**config.mk**
```make
export PLATFORM = sky130hd
export DESIGN_NAME = vram_rect_writer
export DESIGN_NICKNAME = d
export VERILOG_FILES = /design/src/rtl/vram_pkg.sv /design/src/rtl/rect_scan_counter.sv /design/src/rtl/vram_rect_writer.sv
export SDC_FILE = /design/constraint.sdc
export NUM_CORES = 1
export LEC_CHECK = 0
export CAP_MARGIN = 15
export CELL_PAD_IN_SITES_DETAIL_PLACEMENT = 1
export CELL_PAD_IN_SITES_GLOBAL_PLACEMENT = 2
export CORE_MARGIN = 2
export CORE_UTILIZATION = 40
export DETAILED_ROUTE_END_ITERATION = 16
export HOLD_SLACK_MARGIN = 0.05
export PLACE_DENSITY = 0.86
export SETUP_SLACK_MARGIN = 0.1
export SLEW_MARGIN = 30
export SYNTH_ARGS = -nofsm -noshare
export SYNTH_HDL_FRONTEND = slang
export SYNTH_SLANG_ARGS = --single-unit
```
**constraint.sdc**
```tcl
create_clock -name clock_25mhz -period 10.6 [get_ports clock_25mhz]
set_input_delay 1.59 -clock clock_25mhz [delete_from_list [all_inputs] [get_ports clock_25mhz]]
set_output_delay 1.59 -clock clock_25mhz [all_outputs]
set_load 0.05 [all_outputs]
```
**src/rtl/vram_pkg.sv**
```systemverilog
// vram_pkg: framebuffer geometry, RGB332 field positions and the rectangle-writer FSM encoding.
package vram_pkg;
    localparam int FB_WIDTH  = 160;
    localparam int FB_HEIGHT = 120;
    localparam int ADDR_W    = 15;
    localparam int RED_MSB   = 7;
    localparam int RED_LSB   = 5;
    localparam int GRN_MSB   = 4;
    localparam int GRN_LSB   = 2;
    localparam int BLU_MSB   = 1;
    localparam int BLU_LSB   = 0;
    typedef enum logic [1:0] {IDLE, SETUP, WRITE, DONE} wr_state_e;
endpackage

```
**src/rtl/rect_scan_counter.sv**
```systemverilog
// rect_scan_counter: row-major pixel walker over a clipped rectangle.
// Exposes the address of the pixel it will hold after this edge, so the caller can register it directly.
module rect_scan_counter
    import vram_pkg::*;
(
    input  logic              clk_i,
    input  logic              rst_ni,
    input  logic              load_i,
    input  logic              en_i,
    input  logic [7:0]        x0_i,
    input  logic [6:0]        y0_i,
    input  logic [ADDR_W-1:0] base0_i,
    input  logic [8:0]        x_end_i,
    input  logic [7:0]        y_end_i,
    output logic [ADDR_W-1:0] addr_next_o,
    output logic              last_o
);
    logic [7:0]        x_q, x_d;
    logic [6:0]        y_q, y_d;
    logic [ADDR_W-1:0] base_q, base_d;
    logic              row_end;

    always_comb begin
        row_end     = ({1'b0, x_q} + 9'd1) == x_end_i;
        last_o      = row_end && (({1'b0, y_q} + 8'd1) == y_end_i);
        x_d         = load_i ? x0_i : (en_i ? (row_end ? x0_i : x_q + 8'd1) : x_q);
        y_d         = load_i ? y0_i : (en_i && row_end ? y_q + 7'd1 : y_q);
        base_d      = load_i ? base0_i : (en_i && row_end ? base_q + ADDR_W'(FB_WIDTH) : base_q);
        addr_next_o = base_d + ADDR_W'(x_d);
    end

    always_ff @(posedge clk_i or negedge rst_ni) begin
        if (!rst_ni) begin
            x_q    <= '0;
            y_q    <= '0;
            base_q <= '0;
        end else begin
            x_q    <= x_d;
            y_q    <= y_d;
            base_q <= base_d;
        end
    end
endmodule

```
**src/rtl/vram_rect_writer.sv**
```systemverilog
// vram_rect_writer: clips one rectangle-fill command to the framebuffer and streams row-major VRAM writes.
// Define VRAM_RECT_VBLANK_ONLY_EN to restrict writes to cycles with vblank high.
module vram_rect_writer
    import vram_pkg::*;
(
    input  logic              clock_25mhz,
    input  logic              reset_n,
    input  logic              cmd_valid,
    output logic              cmd_ready,
    input  logic [7:0]        cmd_x,
    input  logic [6:0]        cmd_y,
    input  logic [7:0]        cmd_w,
    input  logic [6:0]        cmd_h,
    input  logic [7:0]        cmd_color,
    input  logic              vblank,
    output logic              vram_we,
    output logic [ADDR_W-1:0] vram_waddr,
    output logic [7:0]        vram_wdata,
    output logic              busy,
    output logic              done
);
    wr_state_e         state_q, state_d;
    logic [7:0]        cx_q, cw_q, color_q, wdata_q, wdata_d, rgb;
    logic [6:0]        cy_q, ch_q;
    logic [8:0]        x_sum, x_end_q, x_end_d;
    logic [7:0]        y_sum, y_end_q, y_end_d;
    logic [ADDR_W-1:0] base0, addr_next, waddr_q, waddr_d;
    logic              we_q, we_d, load, en, last, fire, empty;

`ifdef VRAM_RECT_VBLANK_ONLY_EN
    assign fire    = vblank;
    assign vram_we = we_q & vblank;
`else
    logic unused_vblank;
    assign unused_vblank = vblank;
    assign fire          = 1'b1;
    assign vram_we       = we_q;
`endif

    always_comb begin
        x_sum   = {1'b0, cx_q} + {1'b0, cw_q};
        x_end_d = x_sum > 9'(FB_WIDTH) ? 9'(FB_WIDTH) : x_sum;
        y_sum   = {1'b0, cy_q} + {1'b0, ch_q};
        y_end_d = y_sum > 8'(FB_HEIGHT) ? 8'(FB_HEIGHT) : y_sum;
        base0   = ADDR_W'(cy_q) * ADDR_W'(FB_WIDTH);
        empty   = cx_q >= 8'(FB_WIDTH) || cy_q >= 7'(FB_HEIGHT) || cw_q == 8'd0 || ch_q == 7'd0;
        rgb     = {color_q[RED_MSB:RED_LSB], color_q[GRN_MSB:GRN_LSB], color_q[BLU_MSB:BLU_LSB]};
    end

    // Counter loads in SETUP so the first write is already registered on entry to WRITE.
    assign load = state_q == SETUP && !empty;
    assign en   = state_q == WRITE && fire && !last;

    rect_scan_counter u_scan (
        .clk_i       (clock_25mhz),
        .rst_ni      (reset_n),
        .load_i      (load),
        .en_i        (en),
        .x0_i        (cx_q),
        .y0_i        (cy_q),
        .base0_i     (base0),
        .x_end_i     (x_end_q),
        .y_end_i     (y_end_q),
        .addr_next_o (addr_next),
        .last_o      (last)
    );

    always_comb begin
        state_d = state_q;
        we_d    = we_q;
        waddr_d = waddr_q;
        wdata_d = wdata_q;
        case (state_q)
            IDLE:  state_d = cmd_valid ? SETUP : IDLE;
            SETUP: begin
                we_d    = !empty;
                waddr_d = empty ? waddr_q : addr_next;
                wdata_d = empty ? wdata_q : rgb;
                state_d = empty ? DONE : WRITE;
            end
            WRITE: if (fire) begin
                we_d    = !last;
                waddr_d = last ? waddr_q : addr_next;
                state_d = last ? DONE : WRITE;
            end
            default: state_d = IDLE;
        endcase
    end

    always_ff @(posedge clock_25mhz or negedge reset_n) begin
        if (!reset_n) begin
            state_q <= IDLE;
            we_q    <= 1'b0;
            waddr_q <= '0;
            wdata_q <= '0;
            cx_q    <= '0;
            cy_q    <= '0;
            cw_q    <= '0;
            ch_q    <= '0;
            color_q <= '0;
            x_end_q <= '0;
            y_end_q <= '0;
        end else begin
            state_q <= state_d;
            we_q    <= we_d;
            waddr_q <= waddr_d;
            wdata_q <= wdata_d;
            if (state_q == IDLE && cmd_valid) begin
                cx_q    <= cmd_x;
                cy_q    <= cmd_y;
                cw_q    <= cmd_w;
                ch_q    <= cmd_h;
                color_q <= cmd_color;
            end
            if (state_q == SETUP) begin
                x_end_q <= x_end_d;
                y_end_q <= y_end_d;
            end
        end
    end

    assign cmd_ready  = state_q == IDLE;
    assign busy       = state_q != IDLE;
    assign done       = state_q == DONE;
    assign vram_waddr = waddr_q;
    assign vram_wdata = wdata_q;
endmodule

```
==> reports/results.tsv, run 1 <==
metric	value	unit
ys_ff_latch	111	
yosys_warnings	0	
syn_area	6490	um2
antennaDiodeCount	0	
synth_fp_nets	722	
final_nets	781	
end_kind	register	
max_stage_delay	0.49	ns
path_clk_slew	0.08	ns
drt-total-wl	17300	um
synth.distinct_cells	70	
path_buf_inv	0	
dr.pass1.iters	5	
tns	0	ns
grt_pass1_vias	5631	
p_seq_frac	0.298	
path_class	register to register	
slew_headroom	0.449	
crit_path_max_fanout	7	
cts_tree	built	
p_clk_frac	0.124	
die_w	131	um
cts_sinks	111	
drt_iter0_markers	186	
async_flop_share	1.00	
critPathSlowestCell	dfrtp_1	
critPathRequiredTime	10.82	ns
cts_resized	0	
seq_area_frac_synth	0.428	
synth_area_leaders	dfrtp_1 (43%), ha_1 (7.5%), mux2_2 (7.3%), nand2_1 (4.2%), xnor2_1 (3.8%)	
cts_setup_buffers	0	
avgSynthCellArea	10.2	um2
hpwl	12800	um
synth_top_cell_area_share	0.428	
ios	69	
worst_slack	5.07	ns
status	finished clean	
h-tree-depth	3	
hold_class	register to register	
crit_start	u_scan.y_q[0]	
setup_violations	0	
start_util	0.409	
cts_buffers	9	
crit_arrival	5.75	ns
yosys.area.top_type	dfrtp_1	
cap_violations	0	
fill_cells	1785	
ant_nets	0	
port_buffers	67	
finalHoldViolations	0	
rows	46	
worst-slew-pin-transition	0.824	ns
die-area	17300	um2
cp-start-kind	register	
syn2layout_area_growth	17.8	%
timing.rr.start	u_scan.y_q[0]	
grt_overflow	0	
switching_power	1330	uW
cts_hold_buf	0	
vias	5052	
chipHeight	131	um
wire_per_inst	18.9	um
clock_path_buffers	2	
antenna_found_initial	0	
drc_errors	0	
vias_per_cell	5.51	
finClkSkew	0.0132	ns
ys.flop_type	dfrtp_1	
core	15900	um2
grt_usage	0.213	
comb_power_share	0.577	
grt_max_degree	59	
p_per_area	365	nW/um2
routabilityCongestion	0.839	
fmax	181	MHz
crit_family	simple AND/OR/NAND/NOR gates	
final_layout_size_suffix_gt1_frac	0.113	
power_leakage	0.00324	uW
dp_slack	5.01	ns
grt_setup_unrepaired	false	
synth-edff-count	0	
crit_chain	ha_1 -> nand2_1 -> o21a_1 -> a2111oi_0 -> o32ai_1 -> nor2_1 -> nor2_1 -> nor2_1 -> nor2_1 -> a21oi_1 -> ha_1 -> a21oi_1 -> nor2_1 -> nor2_1 -> nor2b_1 -> or2_2 -> a221o_1 -> o21bai_1 -> and4bb_1 -> xnor2_1 -> o21ai_1	
worst_path_most_repeated_cell	nor2_1	
drv_slew	0	
clock_latency	0.37	ns
grt_first_pass_wirelength	29400	um
internal_power	1460	uW
min_from	color_q[2]	
clk_root_buffer_cell	clkbuf_16	
synthCells	637	
peakVddDrop	0.191	mV
finalCritPeriodShare	0.522	
period_needed	5.53	ns
swShare	0.477	
-- final timing paths --
| path | end | slack, ns | cells past startpoint |
|---|---|---|---|
| setup / recovery | vram_waddr[14] | 5.07 | 21 |
| setup reg to reg | vram_waddr[14] | 5.07 | 21 |
| min in group asynchronous | u_scan.base_q[14] | 1.27 | 1 |
| max in group asynchronous | y_end_q[5] | 8.07 | 2 |
| hold reg to reg | vram_wdata[2] | 0.47 | 2 |
| hold / removal | vram_wdata[2] | 0.47 | 2 |
-- metal layers --
layer  track usage  vias up  share of wire
li1              -     2395              -
met1         0.258     2539           0.43
met2         0.379       90           0.51
met3        0.0475       28          0.038
met4        0.0682        0          0.021
met5             0        -              0
-- worst min-delay path: stages (launching register included) --
cell,delay (ns)
dfrtp_1,0.34
nand2_1,0.05
nand2_1,0.05
-- stage by stage --
stage	utilization	instances	area, um2	hold WS (ns)	total power [uW]
after floorplan	-	637	6490	0.433	1980
after global placement	0.462	901	7340	0.442	2360
after detailed placement	0.462	901	7340	0.457	2440
after CTS	0.481	917	7640	0.472	2810
after global routing	0.481	917	7640	0.498	3030
final	0.481	917	7640	0.467	2790
-- registers in the layout, indices dropped and copies added, names as in the netlist, 8 cells and up --
signal	count
cw_q	8
vram_waddr	15
cx_q	8
u_scan.x_q	8
y_end_q	8
u_scan.base_q	15
color_q	8
vram_wdata	8
x_end_q	9
-- cells in the mapped netlist (all sizes together), types with 9 or more instances --
| master | n |
|---|---|
| a31oi | 11 |
| xor2 | 22 |
| o22ai | 12 |
| dfrtp | 111 |
| mux2 | 42 |
| nand2 | 73 |
| ha | 39 |
| clkbuf | 13 |
| a21oi | 35 |
| nor2 | 32 |
| buf | 10 |
| o21bai | 9 |
| o21ai | 35 |
| xnor2 | 28 |
| inv | 29 |
-- final cells by class --
class	instances	area, um2	share of cell area
multi-input cells	473	3490	0.456
flip-flops and latches	111	2780	0.363
well taps	216	270	0.0354
repair buffers	71	698	0.0914
clock inverters	7	72.6	0.00950
inverters	30	113	0.0147
clock buffers	9	225	0.0295
-- cell families (layout without fill, tap and decap cells) --
kind of cell	Yosys count	count (layout)	share of synthesized area
xor+xnor	50	50	0.0675
buf+inv	53	117	0.0353
flops	111	111	0.428
simple gates	179	179	0.140
mux	42	42	0.0729
fa+ha+maj	43	43	0.0875
compound gates	159	159	0.168
-- layout by cell type, fill, tap and decap left out, drive strengths merged, types with 4 or more instances in the layout --
cell | netlist | final
dfrtp | 111 | 111
nand2 | 73 | 73
clkdlybuf4s50 | 0 | 66
mux2 | 42 | 42
ha | 39 | 39
a21oi | 35 | 35
o21ai | 35 | 35
inv | 29 | 33
nor2 | 32 | 32
xnor2 | 28 | 28
xor2 | 22 | 22
o22ai | 12 | 12
a31oi | 11 | 11
o21bai | 9 | 9
clkbuf | 13 | 9
o21a | 8 | 8
a21o | 8 | 8
nor4 | 8 | 8
nand3 | 8 | 8
and3 | 7 | 7
nor2b | 7 | 7
and2 | 7 | 7
o2bb2ai | 7 | 7
nand4 | 7 | 7
nor3 | 5 | 5
nand2b | 5 | 5
o22a | 5 | 5
buf | 10 | 5
nor3b | 4 | 4
o31ai | 4 | 4
fa | 4 | 4
clkinv | 1 | 4
-- power by group through the flow --
stage,sequential [uW],combinational [uW],clock (uW)
after floorplan,888,1090,0
after global placement,824,1530,0
after detailed placement,836,1610,0
after CTS,834,1620,355
after global routing,861,1790,374
final,831,1610,347
No activity file was read; power rests on OpenSTA's default activity.
==> run 2: changes to the inputs <==
CORE_UTILIZATION = 37   (was 40)
PLACE_DENSITY = 0.8   (was 0.86)
clock period = 5.8 ns   (was 10.6 ns; I/O delays follow)
==> run 2 against run 1 <==
Effect of this change:
- setup slack lost 4.5 ns
- critical path type unchanged
- flip-flop and latch count is the same
- design area grew 0.82%
- routed wire length shrank 0.58%
- combinational power grew 86%
- via count shrank 0.18%
==> reports/results.tsv, run 2 (same netlist as run 1, synthesis figures left out) <==
metric	value	unit
status	finished clean	
routabilityCongestion	0.806	
multi_input_area	3510	um2
port_buffers	67	
antenna_found_initial	0	
internal_power	2680	uW
tns	0	ns
rows	48	
timing.rr.start	u_scan.y_q[0]	
power_leakage	0.00326	uW
chipHeight	136	um
drt-total-wl	17200	um
fill_cells	1905	
clk_root_buffer_cell	clkbuf_16	
ios	69	
clock_latency	0.35	ns
finalHoldViolations	0	
drt_iter0_markers	181	
fmax	190	MHz
core	17200	um2
grt_overflow	0	
finalInstanceArea	7700	um2
critPathCapture	vram_waddr[14]	
period_needed	5.25	ns
final_cell_mix	dfrtp_1 (111), nand2_1 (73), clkdlybuf4s50_1 (66)	
path_clk_slew	0.08	ns
dp.cells	916	
clock_path_buffers	2	
wire_per_inst	18.5	um
slew_headroom	0.432	
critPathRequiredTime	6.01	ns
ff2ff_path_depth	21	
p_seq_frac	0.293	
finalCritPeriodShare	0.906	
syn2layout_area_growth	18.7	%
path_class	register to register	
swShare	0.474	
hpwl	13200	um
crit_path_max_fanout	7	
dr.pass1.iters	4	
vias	5043	
setup_violations	0	
cts_buffers	9	
reg2reg_slack	0.55	ns
drc_errors	0	
hold_class	register to register	
dpl-instance-area	7400	um2
grt_first_pass_wirelength	28700	um
fin_util	0.447	
cts_sinks	111	
start_util	0.377	
final_common_cell	dfrtp_1	
cts_setup_buffers	0	
vias_per_cell	5.42	
h-tree-depth	3	
cap_violations	0	
grt_setup_unrepaired	false	
grt_usage	0.196	
crit_arrival	5.46	ns
r2r-end	vram_waddr[14]	
peakVddDrop	0.333	mV
finClkSkew	0.0103	ns
final_nets	787	
ant_nets	0	
fin_cells	931	
worst-slew-pin-transition	0.850	ns
drv_slew	0	
cts_tree	built	
antennaDiodeCount	0	
die-area	18600	um2
final_layout_size_suffix_gt1_frac	0.126	
p_clk_frac	0.117	
comb_power_share	0.590	
end_kind	register	
layout.area.seq	2780	um2
switching_power	2410	uW
grt_pass1_vias	5517	
grt_max_degree	70	
crit_start	u_scan.y_q[0]	
die_w	136	um
cp-start-kind	register	
p_per_area	661	nW/um2
-- run 2: cell count changes in the layout (fill, tap and decap cells not counted), sizes merged --
cell and change:
clkinv -1, clkinvlp +1, buf +6, inv -1
-- run 2: how the worst min path moves through the flow --
stage                           from             to  cells after the start
after floorplan           color_q[0]  vram_wdata[0]                      2
after global placement    color_q[6]  vram_wdata[6]                      2
after detailed placement  color_q[3]  vram_wdata[3]                      2
after CTS                 color_q[3]  vram_wdata[3]                      2
after global routing      color_q[4]  vram_wdata[4]                      2
final                     color_q[7]  vram_wdata[7]                      2
-- run 2: power by group through the flow --
stage	sequential (uW)	clock [uW]	combinational, uW
floorplan	1620	0	2000
global placement	1490	0	2860
detailed placement	1500	0	2990
CTS	1490	622	3020
global route	1550	650	3340
finish	1490	597	3000
-- run 2: area by class of cell --
type / count / share of cell area
well taps: 225 / 0.0365
clock inverters: 6 / 0.00698
flip-flops and latches: 111 / 0.361
repair buffers: 77 / 0.0969
multi-input cells: 473 / 0.455
inverters: 30 / 0.0146
clock buffers: 9 / 0.0292
-- run 2: per-stage QoR --
stage	total power (uW)	worst slack [ns]	hold WS (ns)
2_1_floorplan	3620	1.17	0.433
3_3_place_gp	4340	0.476	0.444
3_5_place_dp	4500	0.187	0.462
4_1_cts	5130	0.157	0.479
5_1_grt	5540	0.128	0.509
6_report	5090	0.548	0.478
-- run 2: repair_timing --
item / in CTS / in global routing
endpoints found under the setup margin: 0 / 7
hold buffers: 0 / 0
endpoints found under the hold margin: 0 / 0
resized for setup: 0 / 6
-- run 2: worst max-delay path, cell delays in order, from the launching register on --
cell and delay (ns):
dfrtp_1 0.48, ha_1 0.33, nand2_1 0.15, o21a_1 0.21, a2111oi_1 0.45, o32ai_2 0.22
nor2_2 0.23, a21oi_2 0.16, o32ai_1 0.26, a31oi_1 0.09, ha_1 0.25, fa_1 0.40
a21oi_1 0.15, nor2_1 0.07, nor2_1 0.16, nor2b_1 0.08, or2_2 0.29, a221o_1 0.37
o21bai_2 0.21, and4bb_1 0.26, xnor2_1 0.20, o21ai_1 0.08
-- run 2: routing by layer --
metal  part of all wire  global-route usage
met1               0.45               0.251
met2               0.49               0.335
met3              0.039              0.0388
met4              0.017              0.0573
met5                  0                   0
